`src/rtl/oled_seq.sv`:
```
// oled_seq: command sequencer and bus master for the SPI OLED ctrl register bus.
// Host entries {op[1:0], byte[7:0]} are queued in a FIFO and expanded into the
// minimal series of ctrl writes (cs 0x04, data 0x08, dc 0x10, rst 0x14).
//   clk, resetn      clock, synchronous active-low reset
//   in_valid/ready   host entry handshake, in_data = {op, byte}
//                    op 00 cmd, 01 data, 10 reset pulse, 11 CS release
//   busy             FIFO non-empty or sequencer active
//   fifo_level       current FIFO occupancy
//   m_wr/addr/wdat   registered ctrl write request, held until m_done
//   m_done           one-cycle completion pulse from the peripheral
module oled_seq #(
  parameter int unsigned FIFO_DEPTH   = 16,
  parameter int unsigned RST_CYCLES   = 1000,
  parameter int unsigned AUTO_RELEASE = 0
) (
  input  logic                          clk,
  input  logic                          resetn,
  input  logic                          in_valid,
  output logic                          in_ready,
  input  logic [9:0]                    in_data,
  output logic                          busy,
  output logic [$clog2(FIFO_DEPTH):0]   fifo_level,
  output logic                          m_wr,
  output logic [7:0]                    m_addr,
  output logic [31:0]                   m_wdat,
  input  logic                          m_done
);

  localparam int unsigned PW = $clog2(FIFO_DEPTH);
  localparam int unsigned LW = PW + 1;

  typedef enum logic [3:0] {
    S_IDLE, S_DECODE, S_DC, S_CSLO, S_SEND,
    S_CS_HI, S_RST_LO, S_RST_W1, S_RST_HI, S_RST_W2
  } state_t;

  state_t          state_q, state_d;
  logic [9:0]      mem_q [FIFO_DEPTH];
  logic [9:0]      mem_d [FIFO_DEPTH];
  logic [PW-1:0]   wr_ptr_q, wr_ptr_d, rd_ptr_q, rd_ptr_d;
  logic [LW-1:0]   level_q, level_d;
  logic [9:0]      cur_q, cur_d;
  logic            cs_active_q, cs_active_d;
  logic            dc_valid_q, dc_valid_d;
  logic            cur_dc_q, cur_dc_d;
  logic            rst_after_q, rst_after_d;
  logic [31:0]     wait_q, wait_d;
  logic [31:0]     idle_q, idle_d;
  logic            m_wr_q, m_wr_d;
  logic [7:0]      m_addr_q, m_addr_d;
  logic [31:0]     m_wdat_q, m_wdat_d;
  logic            push, pop;

  assign in_ready   = (level_q != LW'(FIFO_DEPTH));
  assign push       = in_valid && in_ready;
  assign busy       = (state_q != S_IDLE) || (level_q != '0);
  assign fifo_level = level_q;
  assign m_wr       = m_wr_q;
  assign m_addr     = m_addr_q;
  assign m_wdat     = m_wdat_q;

  // FIFO bookkeeping; pop only looks at registered occupancy, so there is no bypass.
  always_comb begin
    mem_d    = mem_q;
    wr_ptr_d = wr_ptr_q;
    rd_ptr_d = rd_ptr_q;
    level_d  = level_q;
    if (push) begin
      mem_d[wr_ptr_q] = in_data;
      wr_ptr_d        = wr_ptr_q + PW'(1);
    end
    if (pop) begin
      rd_ptr_d = rd_ptr_q + PW'(1);
    end
    if (push && !pop) begin
      level_d = level_q + LW'(1);
    end else if (!push && pop) begin
      level_d = level_q - LW'(1);
    end
  end

  always_comb begin
    state_d     = state_q;
    cur_d       = cur_q;
    cs_active_d = cs_active_q;
    dc_valid_d  = dc_valid_q;
    cur_dc_d    = cur_dc_q;
    rst_after_d = rst_after_q;
    wait_d      = wait_q;
    idle_d      = '0;
    pop         = 1'b0;
    case (state_q)
      S_IDLE: begin
        if (level_q != '0) begin
          pop     = 1'b1;
          cur_d   = mem_q[rd_ptr_q];
          state_d = S_DECODE;
        end else if ((AUTO_RELEASE != 0) && cs_active_q && !push) begin
          // A push in this cycle leaves the count at zero; the entry is popped next cycle.
          if (idle_q == 32'(AUTO_RELEASE - 1)) begin
            state_d = S_CS_HI;
          end else begin
            idle_d = idle_q + 32'd1;
          end
        end
      end
      S_DECODE: begin
        case (cur_q[9:8])
          2'b00, 2'b01: begin
            if (!dc_valid_q || (cur_dc_q != cur_q[8])) state_d = S_DC;
            else if (!cs_active_q)                     state_d = S_CSLO;
            else                                       state_d = S_SEND;
          end
          2'b10: begin
            if (cs_active_q) begin
              rst_after_d = 1'b1;
              state_d     = S_CS_HI;
            end else begin
              state_d = S_RST_LO;
            end
          end
          default: state_d = cs_active_q ? S_CS_HI : S_IDLE;
        endcase
      end
      S_DC: begin
        if (m_done) begin
          cur_dc_d   = cur_q[8];
          dc_valid_d = 1'b1;
          state_d    = cs_active_q ? S_SEND : S_CSLO;
        end
      end
      S_CSLO: begin
        if (m_done) begin
          cs_active_d = 1'b1;
          state_d     = S_SEND;
        end
      end
      S_SEND: begin
        if (m_done) state_d = S_IDLE;
      end
      S_CS_HI: begin
        if (m_done) begin
          cs_active_d = 1'b0;
          state_d     = rst_after_q ? S_RST_LO : S_IDLE;
        end
      end
      S_RST_LO: begin
        if (m_done) begin
          wait_d  = 32'(RST_CYCLES - 1);
          state_d = S_RST_W1;
        end
      end
      S_RST_W1: begin
        if (wait_q == '0) state_d = S_RST_HI;
        else              wait_d  = wait_q - 32'd1;
      end
      S_RST_HI: begin
        if (m_done) begin
          wait_d  = 32'(RST_CYCLES - 1);
          state_d = S_RST_W2;
        end
      end
      S_RST_W2: begin
        if (wait_q == '0) begin
          dc_valid_d  = 1'b0;
          rst_after_d = 1'b0;
          state_d     = S_IDLE;
        end else begin
          wait_d = wait_q - 32'd1;
        end
      end
      default: state_d = S_IDLE;
    endcase
  end

  // Bus request is decoded from the next state so it is registered and
  // follows the m_done edge directly, allowing back-to-back writes.
  always_comb begin
    m_wr_d   = 1'b0;
    m_addr_d = m_addr_q;
    m_wdat_d = m_wdat_q;
    case (state_d)
      S_DC:     begin m_wr_d = 1'b1; m_addr_d = 8'h10; m_wdat_d = {31'h0, cur_q[8]}; end
      S_CSLO:   begin m_wr_d = 1'b1; m_addr_d = 8'h04; m_wdat_d = 32'd0; end
      S_SEND:   begin m_wr_d = 1'b1; m_addr_d = 8'h08; m_wdat_d = {24'h0, cur_q[7:0]}; end
      S_CS_HI:  begin m_wr_d = 1'b1; m_addr_d = 8'h04; m_wdat_d = 32'd1; end
      S_RST_LO: begin m_wr_d = 1'b1; m_addr_d = 8'h14; m_wdat_d = 32'd0; end
      S_RST_HI: begin m_wr_d = 1'b1; m_addr_d = 8'h14; m_wdat_d = 32'd1; end
      default:  ;
    endcase
  end

  always_ff @(posedge clk) begin
    if (!resetn) begin
      state_q     <= S_IDLE;
      wr_ptr_q    <= '0;
      rd_ptr_q    <= '0;
      level_q     <= '0;
      cur_q       <= '0;
      cs_active_q <= 1'b0;
      dc_valid_q  <= 1'b0;
      cur_dc_q    <= 1'b0;
      rst_after_q <= 1'b0;
      wait_q      <= '0;
      idle_q      <= '0;
      m_wr_q      <= 1'b0;
      m_addr_q    <= '0;
      m_wdat_q    <= '0;
    end else begin
      state_q     <= state_d;
      wr_ptr_q    <= wr_ptr_d;
      rd_ptr_q    <= rd_ptr_d;
      level_q     <= level_d;
      cur_q       <= cur_d;
      cs_active_q <= cs_active_d;
      dc_valid_q  <= dc_valid_d;
      cur_dc_q    <= cur_dc_d;
      rst_after_q <= rst_after_d;
      wait_q      <= wait_d;
      idle_q      <= idle_d;
      m_wr_q      <= m_wr_d;
      m_addr_q    <= m_addr_d;
      m_wdat_q    <= m_wdat_d;
    end
  end

  always_ff @(posedge clk) begin
    mem_q <= mem_d;
  end

endmodule

```
`config.mk`:
```
export PLATFORM = sky130hd
export DESIGN_NAME = oled_seq
export DESIGN_NICKNAME = d
export VERILOG_FILES = /design/src/rtl/oled_seq.sv
export SDC_FILE = /design/constraint.sdc
export NUM_CORES = 1
export LEC_CHECK = 0
export ABC_CLOCK_PERIOD_IN_PS = 3760
export CORE_ASPECT_RATIO = 1.25
export CORE_UTILIZATION = 45
export CTS_BUF_LIST = sky130_fd_sc_hd__clkbuf_4 sky130_fd_sc_hd__clkbuf_8 sky130_fd_sc_hd__clkbuf_16
export DETAILED_ROUTE_END_ITERATION = 12
export DONT_BUFFER_PORTS = 1
export PLACE_DENSITY_LB_ADDON = 0.3
export SETUP_SLACK_MARGIN = 0.05
export SKIP_CTS_REPAIR_TIMING = 1
export SLEW_MARGIN = 20
export SYNTH_ARGS = -nofsm -noshare
export SYNTH_HDL_FRONTEND = slang
export SYNTH_SLANG_ARGS = --single-unit
```
`constraint.sdc`:
```
create_clock -name clk -period 3.76 [get_ports clk]
set_input_delay 0.752 -clock clk [delete_from_list [all_inputs] [get_ports clk]]
set_output_delay 0.752 -clock clk [all_outputs]
set_load 0.005 [all_outputs]
```
# Word-level counts from Yosys, hierarchy flattened
# Index checks and enable logic that the tools add are counted.
# op_classes
addsub	5
magnitude_cmp	3
eq_ne	27
mux	40
bitwise_logic	2
reduce_logical	35
# ops
cell	n
160-bit bitwise mux	1
32-bit one-hot mux with 4 select lines	1
32-bit two-way mux	2
32-bit one-hot mux with 2 select lines	1
10-bit binary-select mux with 4-bit select	1
10-bit demux with 4-bit select	1
4-bit one-hot mux with 10 select lines	1
4-bit two-way mux	9
32-bit logical NOT	1
8-bit one-hot mux with 4 select lines	1
32-bit by 1-bit subtractor with 32-bit output (second input constant)	1
10-bit two-way mux	3
4-bit by 3-bit equality test with 1-bit output (second input constant)	7
4-bit by 2-bit equality test with 1-bit output (second input constant)	4
2-bit != test (second input constant)	7
2-bit OR reduction	7
4-bit equality test (second input constant)	3
3-bit two-way mux	4
4-bit nonzero test	3
5-bit greater-or-equal comparator (second input constant)	2
5-bit two-way mux	2
4-bit inverter with 5-bit output	2
2-bit nonzero test	5
3-bit AND reduction	3
other kinds (23)	40
# word_totals
ff_bits	264
input_bits	14

# Logic depth before layout (Yosys ltp)
# Gate-level depths: netlist of the first run.
# depth
depth_word	8
depth_mapped	14
mapped_depth_nobuf	13

# Least setup slack after synthesis of the first run
# No wires, ideal clock.
# synth_timing
path_type	register to register
start	register level_q[0], in the netlist fifo_level[0]
end	register level_q[4], in the netlist fifo_level[4]
setup_time_ns	0.070
arrival_ns	3.008
required_time_ns	3.690
setup_slack_ns	0.681
stages_incl_launch_ff	14
synth_period_minus_slack_ns	3.079
cell_sequence	dfxtp_1 -> or4_1 -> nor2_1 -> nor2b_1 -> inv_1 -> clkbuf_1 -> ha_1 -> inv_1 -> fa_1 -> a21o_1 -> a21oi_1 -> xnor2_1 -> or3_1 -> a21oi_1
# synth_via
elab_chain_len	6
word_cells_on_any_way	14
classes_between	add/sub: 2; eq/ne: 1; mux: 4; reduce/logical: 7
# synth_rtl
element	line	rtl
from (decl)	41	logic [LW-1:0] level_q, level_d;
from (signal assigned)	213	level_q <= level_d;
branches (longest 6 deep; another with 5-bit by 1-bit subtractor with 5-bit output)	n/a	
# Several ways; the timed one is not identified. The select of a mux whose other input is x is not followed.
# A chain may end at the register's enable or synchronous reset.

# Worst setup path in the final report of the first run
# layout_timing
start	register state_q[3]
end	register level_q[4], in the netlist fifo_level[4]
# layout_via
elab_chain_len	5
word_cells_on_any_way	7
classes_between	mux: 2; reduce/logical: 5
# layout_rtl
element	line	rtl
from (decl)	37	state_t state_q, state_d;
from (signal assigned)	210	state_q <= state_d;
4-bit logical NOT (*)	92	case (state_q)
1-bit two-way mux (*)	92	
1-bit logical NOT	75	if (push && !pop) begin
1-bit logical AND	75	
5-bit two-way mux / 2-bit nonzero test (equally long branches)	n/a	
# Mark *: on every way between the ends. The rest lies on a longest branch, timed or not.

==> results.txt, run 1 <==
Number of nets in the layout = 733
Largest net degree at the start of global routing = 44
CP arrival = 3800 ps
Post-Place Cells = 962
Area share of the largest cell type after synthesis = 48.1%
Reg area = 6310 um2
IO Port Bufs = 0
First-pass GRT wire length = 32.2 mm
Clock buffer count from CTS = 23
GRT overflow = 0
Actual slew at the worst max-slew pin = 1020 ps
YS warnings = 0
Via count = 5681
First-pass DRT Iterations = 7
Slowest cell delay on critical path = 770 ps
Status = complete, no violations
CTS tree = yes
Max Transition Viols Final = 0
Largest cells by area after synthesis = edfxtp_1, dfxtp_1, mux4_2
Synth-to-Final Area Change = 10.7%
Top sig layer = met4
Post-Syn Area = 9990 um2
Highest clock rate = 297 MHz
Pleak = 3.71 nW
Yosys reg bits = 235
Placed instance area = 10200 um2
Final clock skew = 12.0 ps
Yosys top cell by area = edfxtp_1
Crit-path cells = nor4_1, nor2b_1, inv_1, buf_4, ha_1, inv_1, ha_1, a21o_1, a21oi_1, xnor2_1, or3_1, a21oi_1
Fillers = 1791
H-tree Lvls = 1
Ant diodes = 0
Row count = 60
Initial Util = 46.2%
Post-synth cell types = 66
Post-route cell area = 11100 um2
Relative max-transition margin = 31.5%
Sink Count = 235
RSZ-0062 raised after global routing = no
VDD IR-drop max = 0.480 mV
Leading cell type in the layout, fill and taps excluded = edfxtp_1
Crit path max fanout = 14
Share of cells above drive strength 1 = 17.2%
Antenna violations before repair = 0
Setup-failing EPs final = 0
Crit path capture type = flip-flop
Async SR Flop Fraction = 0%
Most frequent cells in the layout = edfxtp_1, dfxtp_1, nor2_1
GRT Overall Usage = 18.2%
Startpoint types = flip-flop
Ys flop type = edfxtp_1
Die area = 22800 um2
Placer Congestion = 0.818
Setup total negative slack = 0 ps
Overall die height = 169 um
Post-route met1 wirelength = 8.23 mm
Hold Crit Class = in2reg
Core area = 21600 um2
Via-to-Cell Ratio = 5.66
Finished Layout Cells = 1004
Number of global-route vias before repair = 5787
Clock buffer depth = 3
Clock transition at path regs = 60 ps
Clock root cell = clkbuf_16
Total Wirelength = 20.0 mm
Total power = 7.42 mW
Final min period = 3370 ps
Max-Cap Viols = 0
I/O pin count = 62
Part of the Yosys area used for sequential elements = 63.1%
Final worst-path cycle share = 89.6%
Clock Latency Late Sink = 510 ps
Final Hold Fails = 0
Iteration-0 DRC Markers = 348
Slowest-stage cell, CP = nor2b_1
Post-DP HPWL = 13.3 mm
Power Density = 671 nW/um2
Met3 wire length = 935 um
Post-route ant nets = 0
Synth Instances = 703
Wire per inst = 19.9 um
Wire length on met2 = 10.4 mm
Area of the multi-input gates = 3360 um2
# DRC = 0
Syn Area/Cell = 14.2 um2
EDFF count, synth = 160
CP required = 4190 ps
Setup CP Type = reg2reg
Die extent in x = 135 um
## layout make-up
cell class | count | share of cell area, %
well taps | 279 | 3.16
inverters | 12 | 0.407
flip-flops and latches | 235 | 57.1
clock inverters | 13 | 1.73
repair buffers | 22 | 1.61
multi-input cells | 414 | 30.4
clock buffers | 29 | 5.61
## synthesized netlist by cell type (11+ instances only)
master,instances
clkbuf_1,25
nor3_1,11
edfxtp_1,160
dfxtp_1,75
buf_4,30
xnor2_1,16
a21oi_1,37
xor2_1,13
nor4_1,13
mux4_2,50
nor2_1,57
or3_1,13
inv_1,11
nand2_1,48
## stage by stage
| step | hold WS (ps) | util (%) | setup WS (ps) |
|---|---|---|---|
| final | 333 | 51.1 | 389 |
| after global routing | 321 | 51.1 | 95.4 |
| after CTS | 315 | 51.1 | 407 |
| after detailed placement | 446 | 47.4 | 430 |
| after global placement | 442 | 47.4 | 515 |
| after floorplan | 432 | - | 681 |
## worst paths after layout
| path | slack, ps | depth (start not counted) | to | from |
|---|---|---|---|---|
| worst max register to register | 390 | 12 | fifo_level[4] | state_q[3] |
| worst min-delay path | 330 | 0 | mem_q[34] | in_data[4] |
| worst min register to register | 460 | 2 | cur_q[0] | cur_q[0] |
| worst max-delay path | 390 | 12 | fifo_level[4] | state_q[3] |
## sequential cells by signal, summed over array words and instances (netlist names)
name / cells
cs_active_q: 1
cur_dc_q: 1
cur_q: 10
dc_valid_q: 1
fifo_level: 5
m_addr: 3
m_wdat: 8
m_wr: 1
mem_q: 160
rd_ptr_q: 4
rst_after_q: 1
state_q: 4
wait_q: 32
wr_ptr_q: 4
## logic make-up (layout without fill, tap and decap cells)
logic type	after synthesis	in the layout	synth area share (%)
AOI/OAI and AO/OA	95	95	6.66
xor gates and xnor gates	29	29	2.54
adders and majority gates	11	11	1.45
buffers and inverters	82	76	4.29
DFF	235	235	63.1
muxes	55	55	11.8
other	1	29	0.0375
and+or+nand+nor	195	195	10.1
## metal layers
layer  up-vias  track usage [%]
met5         -                0
met3        37             2.73
met1      2868             23.1
met4         0             5.72
li1       2641                -
met2       135             32.0
## critical path: cells and delay by family (launching register included)
family | cells | cell delay (ps)
buf+inv | 3 | 450
simple gates | 3 | 1360
flops | 1 | 410
xor+xnor | 1 | 90
fa+ha+maj | 2 | 510
compound gates | 3 | 480
## power by group
part / total [mW] / switching, mW / leakage (nW) / internal (mW)
sequential: 3.20 / 0.256 / 2.05 / 2.94
combinational: 1.76 / 0.939 / 1.26 / 0.826
clock: 2.46 / 0.948 / 0.397 / 1.51
total: 7.42 / 2.14 / 3.71 / 5.28
(Power assumes the default switching activity.)
==> inputs of run 2 (changes only) <==
CAP_MARGIN = 20   (was unset)
==> run 2 against run 1 <==
Compared with the run above: cell area hardly changed; combinational power hardly changed; critical path depth stayed put; clock-buffer cell count stayed put; core utilization hardly changed; via count hardly changed; critical endpoint unchanged; largest cell class unchanged; largest power group unchanged.
==> results.txt, run 2 (synthesis results as in run 1) <==
Setup total negative slack = 0 ps (unchanged)
Post-DP HPWL = 13.3 mm (unchanged)
Pleak = 3.72 nW (+0.15%)
Clock root cell = clkbuf_16
Hold Crit Class = in2reg
Number of global-route vias before repair = 5787 (unchanged)
Max reg flops = 160 (unchanged)
Most flops, register = mem_q
Most frequent cells in the layout = edfxtp_1, dfxtp_1, nor2_1
Actual slew at the worst max-slew pin = 996 ps (-28.2 ps)
Status = complete, no violations
Die area = 22800 um2 (unchanged)
Final worst-path cycle share = 89.3% (-0.30 points)
# DRC = 0 (unchanged)
CTS tree = yes
Top flop regs = mem_q: 160 flops, wait_q: 32 flops, cur_q: 10 flops
IO Port Bufs = 0 (unchanged)
Max Transition Viols Final = 0 (unchanged)
Core area = 21600 um2 (unchanged)
Wire per inst = 19.9 um (about the same)
VDD IR-drop max = 0.479 mV (-0.21%)
Worst Setup Slack, final = 400 ps (+11.2 ps)
Reg area = 6310 um2 (unchanged)
Setup-failing EPs final = 0 (unchanged)
Max-Cap Viols = 0 (unchanged)
H-tree Lvls = 1 (unchanged)
GRT Overall Usage = 18.2% (unchanged)
Die extent in x = 135 um (unchanged)
Row count = 60 (unchanged)
Sink Count = 235 (unchanged)
Crit path capture type = flip-flop
Startpoint types = flip-flop
GRT overflow = 0 (unchanged)
Clock buffer count from CTS = 23 (unchanged)
Overall die height = 169 um (unchanged)
Setup CP Type = reg2reg
Area of the multi-input gates = 3360 um2 (unchanged)
Via-to-Cell Ratio = 5.66 (about the same)
Leading cell type in the layout, fill and taps excluded = edfxtp_1
Clock buffer depth = 3 (unchanged)
Largest net degree at the start of global routing = 44 (unchanged)
Power Density = 671 nW/um2 (about the same)
Ant diodes = 0 (unchanged)
Clock Latency Late Sink = 510 ps (about the same)
I/O pin count = 62 (unchanged)
Worst slack, placed = 430 ps (unchanged)
Final min period = 3360 ps (-11.2 ps)
Fillers = 1790 (-0.056%)
RSZ-0062 raised after global routing = no
Highest clock rate = 298 MHz (+0.33%)
Share of cells above drive strength 1 = 17.4% (+0.11 points)
Post-route ant nets = 0 (unchanged)
Placer Congestion = 0.818 (unchanged)
Clock transition at path regs = 60 ps (about the same)
Via count = 5685 (+0.070%)
Final Hold Fails = 0 (unchanged)
Number of nets in the layout = 734 (+0.14%)
Final clock skew = 11.5 ps (-0.531 ps)
Antenna violations before repair = 0 (unchanged)
Relative max-transition margin = 33.4% (+1.9 points)
Crit path max fanout = 14 (unchanged)
Initial Util = 46.2% (unchanged)
First-pass DRT Iterations = 4 (-3)
CP required = 4200 ps (about the same)
First-pass GRT wire length = 32.2 mm (unchanged)
Iteration-0 DRC Markers = 363 (+4.3%)
Total Wirelength = 20.0 mm (about the same)
CP arrival = 3790 ps (about the same)
Synth-to-Final Area Change = 10.7% (about the same)
run 2: cell types whose count changed in the layout (fill, tap and decap cells not counted), sizes merged:
cell,previous run,this run
buf,22,23
run 2: where the power goes:
group	internal, mW	leakage, nW	switching [mW]
combinational	0.826	1.27	0.937
clock	1.51	0.397	0.948
sequential	2.94	2.05	0.257
total	5.28	3.72	2.14
run 2: worst paths after layout:
check	startpoint	to	slack (ps)	cells past startpoint
max	state_q[3]	fifo_level[4]	400	12
max reg2reg	state_q[3]	fifo_level[4]	400	12
min reg2reg	cur_q[0]	cur_q[0]	460	2
min	in_data[4]	mem_q[34]	330	0
run 2: cell type report:
cell class	count	share of cell area [%]
clock buffer	29	5.61
clock inverter	13	1.73
inverter	12	0.407
multi-input combinational	414	30.4
sequential	235	57.0
tap	279	3.15
timing repair buffer	23	1.67
run 2: worst max-delay path: stages, from the launching register on:
cell and delay [ps]:
dfxtp_1 410, nor4_1 280, nor2b_1 770, inv_1 90
buf_4 220, ha_1 210, inv_1 140, ha_1 290
a21o_1 190, a21oi_1 170, xnor2_1 90, or3_1 300
a21oi_1 130
run 2: through the flow:
stage	instance area (um2)	total power [mW]	util (%)	hold slack (ps)	cells
finish	11100	7.42	51.2	332	1005
detailed placement	10200	5.03	47.4	446	962
global placement	10200	4.97	47.4	442	962
CTS	11100	7.49	51.1	315	1004
global route	11100	7.79	51.2	321	1005
floorplan	10100	4.58	-	432	731
run 2: per-layer routing:
metal	share of wire [%]	GRT usage [%]	vias to the layer above	wire length, um
li1	-	-	2639	-
met5	0	0	-	0
met3	5.0	2.73	29	1000
met2	52	32.0	141	10400
met4	2.1	5.72	0	411
met1	41	23.1	2876	8190
==> inputs of run 3 (changes only) <==
TNS_END_PERCENT = 5   (was unset)
==> results of run 3 <==
Same layout as run 2: the final DEF is identical, and so are final timing and power.
